==> config.mk <==
export PLATFORM = sky130hd
export DESIGN_NAME = line_sequencer_flat
export DESIGN_NICKNAME = d
export VERILOG_FILES = /design/src/rtl/line_sequencer_if.sv /design/src/rtl/line_sequencer.sv /design/src/flat_wrapper.sv
export SDC_FILE = /design/constraint.sdc
export NUM_CORES = 1
export LEC_CHECK = 0
export CAP_MARGIN = 20
export CELL_PAD_IN_SITES_DETAIL_PLACEMENT = 1
export CELL_PAD_IN_SITES_GLOBAL_PLACEMENT = 1
export CORE_MARGIN = 1
export CORE_UTILIZATION = 30
export DETAILED_ROUTE_END_ITERATION = 16
export PLACE_DENSITY = 0.65
export SYNTH_ARGS = -nofsm -noshare
export SYNTH_HDL_FRONTEND = slang
export SYNTH_SLANG_ARGS = --single-unit
==> constraint.sdc <==
create_clock -name clk -period 3.4 [get_ports clk]
set_input_delay 0.51 -clock clk [delete_from_list [all_inputs] [get_ports clk]]
set_output_delay 0.51 -clock clk [all_outputs]
set_load 0.02 [all_outputs]
==> src/rtl/line_sequencer_if.sv <==
// line_sequencer_if
//   Bundles the line-memory read port and the Controller/Datapath handshake
//   that the line sequencer drives.
//   Signals:
//     mem_ren    sequencer -> memory      read enable
//     mem_addr   sequencer -> memory      read address
//     mem_rdata  memory    -> sequencer   read data, valid one cycle after mem_ren
//     line       sequencer -> Controller  current instruction line
//     start      sequencer -> Controller  one-cycle pulse per line
//     done       Datapath  -> sequencer   line-complete flag
//   Modports: master (sequencer side), slave (memory / Controller side).
interface line_sequencer_if #(
    parameter int LINE_W = 25,
    parameter int ADDR_W = 6
);
    logic              mem_ren;
    logic [ADDR_W-1:0] mem_addr;
    logic [LINE_W-1:0] mem_rdata;
    logic [LINE_W-1:0] line;
    logic              start;
    logic              done;

    modport master (
        output mem_ren,
        output mem_addr,
        output line,
        output start,
        input  mem_rdata,
        input  done
    );

    modport slave (
        input  mem_ren,
        input  mem_addr,
        input  line,
        input  start,
        output mem_rdata,
        output done
    );
endinterface

==> src/rtl/line_sequencer.sv <==
// line_sequencer
//   Walks the line memory from address 0, presents each line to the
//   Controller, pulses start, and waits for done before moving on. A run ends
//   on the EOF sentinel line, after the last memory entry, on a watchdog
//   expiry (sticky err, parks in ERR) or on abort.
//   Ports:
//     clk, rst     clock (rising edge) and asynchronous active-high reset
//     go           level; starts a run from address 0 when seen in IDLE
//     abort        synchronous return to IDLE from any state
//     bus          line_sequencer_if.master: memory read port + start/done
//     busy         high in every state except IDLE
//     finished     sticky; run ended normally (EOF or end of memory)
//     err          sticky; watchdog expired waiting for done
//     line_count   lines completed in the current run (0..DEPTH)
module line_sequencer #(
    parameter int               LINE_W  = 25,
    parameter int               DEPTH   = 64,
    parameter int               ADDR_W  = 6,
    parameter logic [LINE_W-1:0] EOF_VAL = 25'h1FF_FFFF,
    parameter int               TIMEOUT = 1000
) (
    input  logic               clk,
    input  logic               rst,
    input  logic               go,
    input  logic               abort,
    line_sequencer_if.master   bus,
    output logic               busy,
    output logic               finished,
    output logic               err,
    output logic [ADDR_W:0]    line_count
);

    localparam int WD_W = $clog2(TIMEOUT + 1);

    localparam logic [ADDR_W-1:0] LAST_ADDR = ADDR_W'(DEPTH - 1);
    localparam logic [ADDR_W-1:0] ADDR_ONE  = ADDR_W'(1);
    localparam logic [ADDR_W:0]   CNT_ONE   = (ADDR_W + 1)'(1);
    localparam logic [WD_W-1:0]   WD_LAST   = WD_W'(TIMEOUT - 1);
    localparam logic [WD_W-1:0]   WD_ONE    = WD_W'(1);

    typedef enum logic [2:0] {
        S_IDLE,
        S_FETCH,
        S_RDWAIT,
        S_ISSUE,
        S_RUN,
        S_FIN,
        S_ERR
    } state_t;

    state_t              state_q,      state_d;
    logic                mem_ren_q,    mem_ren_d;
    logic [ADDR_W-1:0]   mem_addr_q,   mem_addr_d;
    logic [LINE_W-1:0]   line_q,       line_d;
    logic                start_q,      start_d;
    logic                busy_q,       busy_d;
    logic                finished_q,   finished_d;
    logic                err_q,        err_d;
    logic [ADDR_W:0]     line_count_q, line_count_d;
    logic [WD_W-1:0]     wd_q,         wd_d;

    // Every output is a flop. Pulse outputs (mem_ren, start) and the sticky
    // flags are computed for the state being entered, so they are high
    // exactly while the FSM sits in FETCH / ISSUE / FIN / ERR.
    always_comb begin
        state_d      = state_q;
        mem_ren_d    = 1'b0;
        start_d      = 1'b0;
        mem_addr_d   = mem_addr_q;
        line_d       = line_q;
        finished_d   = finished_q;
        err_d        = err_q;
        line_count_d = line_count_q;
        wd_d         = wd_q;

        if (abort) begin
            // Abort overrides everything; status and the last line are kept.
            state_d = S_IDLE;
        end else begin
            unique case (state_q)
                S_IDLE: begin
                    if (go) begin
                        finished_d   = 1'b0;
                        err_d        = 1'b0;
                        line_count_d = '0;
                        mem_addr_d   = '0;
                        mem_ren_d    = 1'b1;
                        state_d      = S_FETCH;
                    end
                end
                S_FETCH: begin
                    state_d = S_RDWAIT;
                end
                S_RDWAIT: begin
                    // The sentinel itself is never presented on line.
                    if (bus.mem_rdata == EOF_VAL) begin
                        finished_d = 1'b1;
                        state_d    = S_FIN;
                    end else begin
                        line_d  = bus.mem_rdata;
                        start_d = 1'b1;
                        state_d = S_ISSUE;
                    end
                end
                S_ISSUE: begin
                    wd_d    = '0;
                    state_d = S_RUN;
                end
                S_RUN: begin
                    // done is checked before the watchdog so a completion in
                    // the final allowed cycle still counts.
                    if (bus.done) begin
                        line_count_d = line_count_q + CNT_ONE;
                        if (mem_addr_q == LAST_ADDR) begin
                            finished_d = 1'b1;
                            state_d    = S_FIN;
                        end else begin
                            mem_addr_d = mem_addr_q + ADDR_ONE;
                            mem_ren_d  = 1'b1;
                            state_d    = S_FETCH;
                        end
                    end else if (wd_q == WD_LAST) begin
                        err_d   = 1'b1;
                        state_d = S_ERR;
                    end else begin
                        wd_d = wd_q + WD_ONE;
                    end
                end
                S_FIN: begin
                    state_d = S_IDLE;
                end
                S_ERR: begin
                    state_d = S_ERR;
                end
                default: begin
                    state_d = S_IDLE;
                end
            endcase
        end

        busy_d = (state_d != S_IDLE);
    end

    always_ff @(posedge clk or posedge rst) begin
        if (rst) begin
            state_q      <= S_IDLE;
            mem_ren_q    <= 1'b0;
            mem_addr_q   <= '0;
            line_q       <= '0;
            start_q      <= 1'b0;
            busy_q       <= 1'b0;
            finished_q   <= 1'b0;
            err_q        <= 1'b0;
            line_count_q <= '0;
            wd_q         <= '0;
        end else begin
            state_q      <= state_d;
            mem_ren_q    <= mem_ren_d;
            mem_addr_q   <= mem_addr_d;
            line_q       <= line_d;
            start_q      <= start_d;
            busy_q       <= busy_d;
            finished_q   <= finished_d;
            err_q        <= err_d;
            line_count_q <= line_count_d;
            wd_q         <= wd_d;
        end
    end

    assign bus.mem_ren  = mem_ren_q;
    assign bus.mem_addr = mem_addr_q;
    assign bus.line     = line_q;
    assign bus.start    = start_q;
    assign busy         = busy_q;
    assign finished     = finished_q;
    assign err          = err_q;
    assign line_count   = line_count_q;

endmodule

==> src/flat_wrapper.sv <==
// flat-port wrapper written by rule: the top's interface ports become plain ports
module line_sequencer_flat 
#(
    parameter int               LINE_W  = 25,
    parameter int               DEPTH   = 64,
    parameter int               ADDR_W  = 6,
    parameter logic [LINE_W-1:0] EOF_VAL = 25'h1FF_FFFF,
    parameter int               TIMEOUT = 1000
)
  (clk, rst, go, abort, busy, finished, err, line_count, bus_mem_ren, bus_mem_addr, bus_line, bus_start, bus_mem_rdata, bus_done);
  line_sequencer_if #(.LINE_W(LINE_W), .ADDR_W(ADDR_W)) bus_i ();
  input  logic clk;
  input  logic rst;
  input  logic go;
  input  logic abort;
  output logic busy;
  output logic finished;
  output logic err;
  output logic [ADDR_W:0] line_count;
  output wire logic [$bits(bus_i.mem_ren)-1:0] bus_mem_ren;
  output wire logic [$bits(bus_i.mem_addr)-1:0] bus_mem_addr;
  output wire logic [$bits(bus_i.line)-1:0] bus_line;
  output wire logic [$bits(bus_i.start)-1:0] bus_start;
  input wire logic [$bits(bus_i.mem_rdata)-1:0] bus_mem_rdata;
  input wire logic [$bits(bus_i.done)-1:0] bus_done;
  assign bus_mem_ren = bus_i.mem_ren;
  assign bus_mem_addr = bus_i.mem_addr;
  assign bus_line = bus_i.line;
  assign bus_start = bus_i.start;
  assign bus_i.mem_rdata = bus_mem_rdata;
  assign bus_i.done = bus_done;
  line_sequencer #(.LINE_W(LINE_W), .DEPTH(DEPTH), .ADDR_W(ADDR_W), .EOF_VAL(EOF_VAL), .TIMEOUT(TIMEOUT)) u_core (.clk(clk), .rst(rst), .go(go), .abort(abort), .bus(bus_i), .busy(busy), .finished(finished), .err(err), .line_count(line_count));
endmodule
Word-level counts from Yosys, hierarchy flattened --
Cells that the tools add are included.
Storage, ports and cells: register bits after elaboration 56, bits of input ports 30, word-level logic and storage cells 75
Operators by class: add/sub/neg operators 3, equal/unequal tests 16, multiplexer cells 33, bitwise operators 2, reductions and logical operators 11
Operator list (number):
- equality test 25 bit (second input constant) | 1
- two-way mux 10 bit | 2
- one-hot mux 10 bit (2 select lines) | 1
- two-way mux 3 bit | 6
- two-way mux 6 bit | 3
- one-hot mux 3 bit (6 select lines) | 1
- two-way mux 7 bit | 2
- one-hot mux 7 bit (2 select lines) | 1
- two-way mux 1 bit | 13
- one-hot mux 6 bit (2 select lines) | 1
- adder 10 x 1 -> 10 bit (second input constant) | 1
- equality test 10 bit (second input constant) | 1
- != test 2 bit (second input constant) | 5
- AND reduction 5 bit | 2
- AND reduction 4 bit | 2
- adder 7 x 1 -> 7 bit (second input constant) | 1
- adder 6 x 1 -> 6 bit (second input constant) | 1
- equality test 3 x 2 -> 1 bit (second input constant) | 2
- equality test 3 bit (second input constant) | 2
- equality test 6 bit (second input constant) | 1
- != test 2 x 1 -> 1 bit (second input constant) | 3
- AND reduction 6 bit | 1
- nonzero test 3 bit | 2
- one-hot mux 1 bit (2 select lines) | 2
- other kinds (6) | 8

Logic depth before layout (Yosys ltp) --
Gate-level depths: netlist of run 1.
depth after elaboration 6, gate-level depth with buffers 6

Least setup slack after synthesis of run 1 --
No wires, ideal clock.
kind input-to-reg, from in bus_done, to reg u_core.wd_q[3], setup time 0.066 ns, arrival 1.823 ns, slack 1.511 ns, stages 5, path through or4b_4 buf_6 or4_1 a2bb2oi_1 nand2_1
Between the ends: word-level cells in the longest chain between the ends 2
Ends and longest elaborated chain:
- start: declaration | RTL line flat_wrapper.sv:25 | input wire logic [$bits(bus_i.done)-1:0] bus_done;
- != test 2 bit (no source line)
- AND reduction 4 bit (no source line)
- end signal: assignment | RTL line line_sequencer.sv:166 | wd_q <= wd_d;
- end: declaration | RTL line line_sequencer.sv:60 | logic [WD_W-1:0] wd_q, wd_d;
No other way between the ends. A chain may end at the register's enable or synchronous reset.

Worst setup path after layout of run 1 --
from in abort, to reg u_core.line_q[4], in the netlist u_core.bus.line[4]
Between the ends: word-level cells in the longest chain between the ends 2
Ends and longest elaborated chain:
- start: declaration | RTL line flat_wrapper.sv:15 | input logic abort;
- inverter 1 bit (no source line)
- AND reduction 3 bit (no source line)
- end signal: assignment | RTL line line_sequencer.sv:160 | line_q <= line_d;
- end: declaration | RTL line line_sequencer.sv:54 | logic [LINE_W-1:0] line_q, line_d;
No other way between the ends.

==> results of run 1 <==
==> cells in the mapped netlist, drive strengths merged (6+ instances only) <==
cell / n
inv: 9
nor2: 23
clkbuf: 6
nand2: 17
nand3: 11
o21ai: 7
nand4: 18
a21oi: 7
buf: 6
mux2: 27
nor3: 6
dfrtp: 56
xnor2: 6
==> layer usage <==
layer  GRT usage, %  vias up  share of wire (%)
li1               -     1094                  -
met1          20.23     1127                 47
met2          25.32       59                 46
met3          5.200        4                6.6
met4          3.054        0               0.61
met5              0        -                  0
==> cell families after synthesis <==
group           Yosys count  share of synthesized area (%)
compound gates           35                          10.90
xor+xnor                 11                          3.383
fa+ha+maj                 3                          1.318
buf+inv                  21                          3.691
flops                    56                          49.21
mux                      29                          11.38
simple gates            104                          20.12
==> sequential cells by signal, summed over array words and instances, names as in the netlist <==
name / count
u_core.err: 1
u_core.bus.mem_addr: 6
u_core.bus.mem_ren: 1
u_core.finished: 1
u_core.wd_q: 10
u_core.bus.line: 25
u_core.line_count: 7
u_core.state_q: 3
u_core.busy: 1
u_core.bus.start: 1
==> power breakdown <==
| group | internal [W] | switching, W | leakage [nW] | total [W] |
|---|---|---|---|---|
| Sequential | 0.000818 | 0.0000924 | 0.728 | 0.000910 |
| Clock | 0.000164 | 0.000222 | 0.0510 | 0.000386 |
| Combinational | 0.000406 | 0.000357 | 0.725 | 0.000763 |
| Total | 0.00139 | 0.000671 | 1.50 | 0.00206 |
==> worst max-delay path, stage by stage <==
cell,delay (ns)
clkdlybuf4s50_1,0.65
nor2_1,0.23
nand3_1,0.20
a31oi_2,0.20
buf_4,0.34
mux2_2,0.38
==> stage by stage <==
stage	area (um^2)	power [W]	hold WS, ns
2_1_floorplan	2848	0.001289	0.5099
3_5_place_dp	3659	0.001691	0.4606
4_1_cts	3751	0.002095	0.4863
3_3_place_gp	3659	0.001685	0.4594
6_report	3751	0.002059	0.4779
5_1_grt	3751	0.002177	0.5078
==> layout make-up <==
type / instances / share of cell area [%]
Multi-Input combinational cell: 182 / 35.76
Clock buffer: 6 / 2.201
Tap cell: 111 / 3.702
Inverter: 9 / 0.9006
Clock inverter: 2 / 0.2668
Timing Repair Buffer: 75 / 19.81
Sequential cell: 56 / 37.36
==> path summary, 6_finish.rpt <==
check	to
hold reg to reg	u_core.err$_DFFE_PP0P_
setup / recovery	u_core.bus.line[4]$_DFFE_PP0P_
hold / removal	u_core.err$_DFFE_PP0P_
setup reg to reg	u_core.wd_q[1]$_DFFE_PP0P_
min in group asynchronous	u_core.wd_q[4]$_DFFE_PP0P_
max in group asynchronous	u_core.bus.line[13]$_DFFE_PP0P_
==> impl_metrics.csv, run 1 <==
group,metric,value,unit
logic_synthesis,syn-instance-count,259,
final_layout,fill_cells,1025,
cts,clk_path_buf_depth,2,
logic_synthesis,synthesis.area,2848,um^2
pwr,power_density,548.8,nW/um^2
timing,hold_viol,0,
route,avgRoutedWirePerCell,16.49,um
timing,tightest_slew,0.7346,ns
placed_design,place_congestion,0.7528,
setup_path,start_kind,"primary input",
timing,period_minus_slack,2.321,ns
timing,clock_skew,0.007585,ns
final_layout,register_area,1401,um^2
cts,cts_htree_levels,2,
timing,fin_tns_setup,0,ns
logic_synthesis,ys_seq_area_share,49.21,%
floorplanning,die_area,9886,um^2
cts,cts_hold_buf,0,
floorplanning,io_pins,73,
logic_synthesis,yosysTopAreaCell,"dfrtp_1",
floorplanning,start_util,30.97,%
final_layout,final_layout_size_suffix_gt1_share,13.94,%
final_layout,layout_commonest_cell,"clkdlybuf4s50_1",
route,wirelength,7271,um
floorplanning,fp.dieW,99.43,um
cts,cts_root_buf,"clkbuf_8",
setup_path,crit_type,"primary input to register",
worst_hold_path,hold_start,"u_core.err$_DFFE_PP0P_",
global_routing,grt_max_degree,57,
cts,numCtsBuffers,5,
setup_path,crit_path_end_kind,"register",
global_routing,antenna_found_initial,0,
pwr,ir_drop,348.7,uV
placed_design,pre_cts_slack,0.7348,ns
placed_design,dpl.hpwl,5341,um
pwr,p_leak,1.504,nW
setup_path,reg2reg_slack,1.15,ns
logic_synthesis,ys_top_cells_by_area,"dfrtp_1 (49%), mux2_2 (11%), nand4_1 (4.0%), nor2_1 (3.0%), a2111oi_4 (2.9%)",
global_routing,grt_usage,15.55,%
logic_synthesis,synthFlopType,"dfrtp_1",
setup_path,reg2reg_from,"u_core.state_q[2]$_DFF_PP0_",
cts,clock-sinks,56,
logic_synthesis,synth_fp_nets,292,
route,route.detailed.drc,0,
worst_hold_path,hold_class,"register to register",
logic_synthesis,synth.distinct_cells,47,
timing,setup_violations,0,
final_layout,diodes,0,
logic_synthesis,synthArstFlopShare,100.0,%
route,first_iter_violations,53,
cts,path_clk_slew,0.10,ns
logic_synthesis,synth_warnings,0,
cts,ctsResizeCount,0,
global_routing,grt_pass1_wl,12300,um
placed_design,portBuffers,72,
logic_synthesis,ys_ff_latch,56,
worst_hold_path,hold_depth,2,
route,via_per_inst,5.179,
timing,rsz0062_at_grt,"no",
flow_run,maxCapViolations,0,
floorplanning,die_h,99.43,um
status,status,"completed",
cts,cts_tree,"yes",
setup_path,arrival,2.51,ns
logic_synthesis,avgSynthCellArea,11.00,um^2
cts,post_cts_buffers,0,
setup_path,path_max_fanout,25,
timing,slew_headroom,51.03,%
final_layout,final_cell_mix,"clkdlybuf4s50_1 (72), dfrtp_1 (56), mux2_2 (27), nor2_1 (23), nand4_1 (18)",
global_routing,grt-ovfl-total,0,
global_routing,grt_pass1_vias,2419,
cts,clk_latency,0.31,ns
logic_synthesis,synthDominantCellAreaShare,49.21,%
timing,drv_slew,0,
route,vias,2284,
logic_synthesis,synth_edf_count,0,
floorplanning,rows,35,
floorplanning,core_region_area,9196,um^2
setup_path,worstSetupStartpoint,"abort",
route,ant_nets,0,
timing,max_freq,430.8,MHz
route,drt-pass1-iter-count,4,
final_layout,fin_cells,441,
setup_path,cp.required,3.59,ns
setup_path,ff2ff_path_depth,4,
final_layout,finalNetCount,362,
final_layout,fin_util,40.79,%
timing,layout_setup_ws,1.079,ns
timing,finalCritPeriodShare,68.27,%
final_layout,multi_input_area,1341,um^2
final_layout,syn_to_final_growth,31.72,%
placed_design,dp_cells,433,
No activity file was read; power rests on OpenSTA's default activity.
==> run 2, diff against run 1 <==
PLACE_DENSITY = 0.67   (was 0.65)
clock period = 1.9 ns   (was 3.4 ns; I/O delays follow)
==> run 2 against run 1 <==
  * Clock skew rose by 0.0014 ns
  * First-iteration DRC count fell by 13%
  * Sequential share of layout area fell by 3.2 points
  * Global-route usage rose by 0.84 points
  * Hold slack got worse by 0.14 ns
  * Register-to-register slack got worse by 1.1 ns
  * Core utilization rose by 3.8 points
  * Final cell count rose by 7.9%
==> impl_metrics.csv, run 2 (same netlist as run 1, synthesis figures left out) <==
group,metric,value,unit
status,status,"completed",
global_routing,grt_usage,16.39,%
setup_path,path_max_fanout,9,
global_routing,grt_max_degree,57,
floorplanning,die_h,99.43,um
setup_path,arrival,2.08,ns
setup_path,worstSetupStartpoint,"u_core.state_q[0]$_DFF_PP0_",
route,first_iter_violations,46,
setup_path,crit_type,"register to register",
floorplanning,die_area,9886,um^2
final_layout,layout_commonest_cell,"clkdlybuf4s50_1",
setup_path,start_kind,"register",
timing,rsz0062_at_grt,"no",
route,vias,2459,
final_layout,syn_to_final_growth,43.89,%
final_layout,largest_register_ff_count,25,
global_routing,use_met2,26.98,%
placed_design,dpl_cell_area,3939,um^2
setup_path,crit_path_end_kind,"register",
pwr,total_power,0.003767,W
cts,clk_latency,0.32,ns
timing,setup_violations,0,
global_routing,grt-ovfl-total,0,
pwr,power_density,919.3,nW/um^2
final_layout,fill_cells,1033,
route,ant_nets,0,
final_layout,fin_util,44.56,%
placed_design,portBuffers,72,
route,drt-pass1-iter-count,4,
global_routing,grt_pass1_vias,2605,
timing,max_freq,548.9,MHz
final_layout,finalNetCount,397,
timing,hold_viol,0,
route,route.detailed.drc,0,
global_routing,grt_pass1_wl,12850,um
cts,cts_root_buf,"clkbuf_8",
global_routing,grtUsageMet1,20.66,%
cts,path_clk_slew,0.11,ns
cts,cts_tree,"yes",
route,avgRoutedWirePerCell,16.17,um
cts,clock-sinks,56,
final_layout,diodes,0,
cts,numCtsBuffers,5,
placed_design,place_congestion,0.8266,
timing,finalCritPeriodShare,95.88,%
route,via_per_inst,5.166,
floorplanning,core_region_area,9196,um^2
global_routing,grt_busiest_layer,"met2",
final_layout,final_layout_size_suffix_gt1_share,23.84,%
cts,clk_path_buf_depth,2,
setup_path,cp.required,2.16,ns
setup_path,reg2reg_from,"u_core.state_q[0]$_DFF_PP0_",
timing,fin_worst_hold_slack,0.3340,ns
pwr,p_leak,1.694,nW
timing,tightest_slew,0.5472,ns
cts,post_cts_buffers,0,
timing,clock_skew,0.008963,ns
cts,cts_htree_levels,2,
timing,period_minus_slack,1.822,ns
floorplanning,io_pins,73,
worst_hold_path,hold_class,"primary input to asynchronous set/reset pin",
final_layout,final_cell_mix,"clkdlybuf4s50_1 (72), dfrtp_1 (56), buf_4 (35), mux2_2 (27), nor2_1 (23)",
global_routing,antenna_found_initial,0,
pwr,ir_drop,570.4,uV
final_layout,stdcell_area,4098,um^2
timing,drv_slew,0,
flow_run,maxCapViolations,0,
floorplanning,rows,35,
global_routing,met3_usage,5.341,%
route,wirelength,7697,um
floorplanning,start_util,30.97,%
placed_design,dpl.hpwl,5697,um
timing,slew_headroom,63.24,%
floorplanning,fp.dieW,99.43,um
run 2: changes by cell type in the layout (fill, tap and decap cells not counted), sizes merged:
cell	before	now
buf	3	37
inv	9	10
run 2: worst max-delay path, stage by stage (launching register included):
cell and delay (ns):
dfrtp_1 0.44, or4b_4 0.63, or4_1 0.49, a2bb2oi_1 0.14, nand2_1 0.07
run 2: repair_timing:
| action | in CTS | in global routing |
|---|---|---|
| gates resized for setup | 1 | 6 |
| setup endpoints to repair | 1 | 29 |
| gates cloned | 0 | 1 |
| hold buffers | 0 | 0 |
run 2: layout make-up:
type                       instances  area [um^2]  area share [%]
timing repair buffer             110         1049           25.59
tap                              111        138.9           3.389
clock inverter                     3        22.52          0.5496
sequential                        56         1401           34.20
clock buffer                       5        68.82           1.679
multi-input combinational        182         1384           33.77
inverter                           9        33.78          0.8244
run 2: final timing paths:
| kind | end | slack (ns) | cells after the start |
|---|---|---|---|
| max | u_core.wd_q[3]$_DFFE_PP0P_ | 0.08 | 4 |
| min | u_core.bus.line[15]$_DFFE_PP0P_ | 0.33 | 3 |
| max reg2reg | u_core.wd_q[3]$_DFFE_PP0P_ | 0.08 | 4 |
| min reg2reg | u_core.err$_DFFE_PP0P_ | 0.48 | 2 |
| max in group asynchronous | u_core.bus.line[5]$_DFFE_PP0P_ | 1.31 | 3 |
| min in group clk | u_core.err$_DFFE_PP0P_ | 0.48 | 2 |
run 2: per-stage QoR:
stage                     setup slack (ns)  cells  setup TNS (ns)
after floorplan                    0.03812    259               0
after global placement             -0.2359    467          -7.512
after detailed placement           -0.3015    467          -10.22
after CTS                          0.04703    475               0
after global routing              0.006138    476               0
final                              0.07820    476               0
run 2: layer usage:
| metal | up-vias | routed length [um] |
|---|---|---|
| met1 | 1223 | 3452 |
| li1 | 1167 | - |
| met4 | 0 | 71 |
| met2 | 62 | 3646 |
| met3 | 7 | 527 |
| met5 | - | 0 |
run 2: where the power goes:
part | internal (W) | total [W] | switching (W) | leakage [nW]
clock | 0.000266 | 0.000685 | 0.000420 | 0.0485
sequential | 0.00146 | 0.00161 | 0.000149 | 0.728
combinational | 0.000785 | 0.00147 | 0.000685 | 0.918
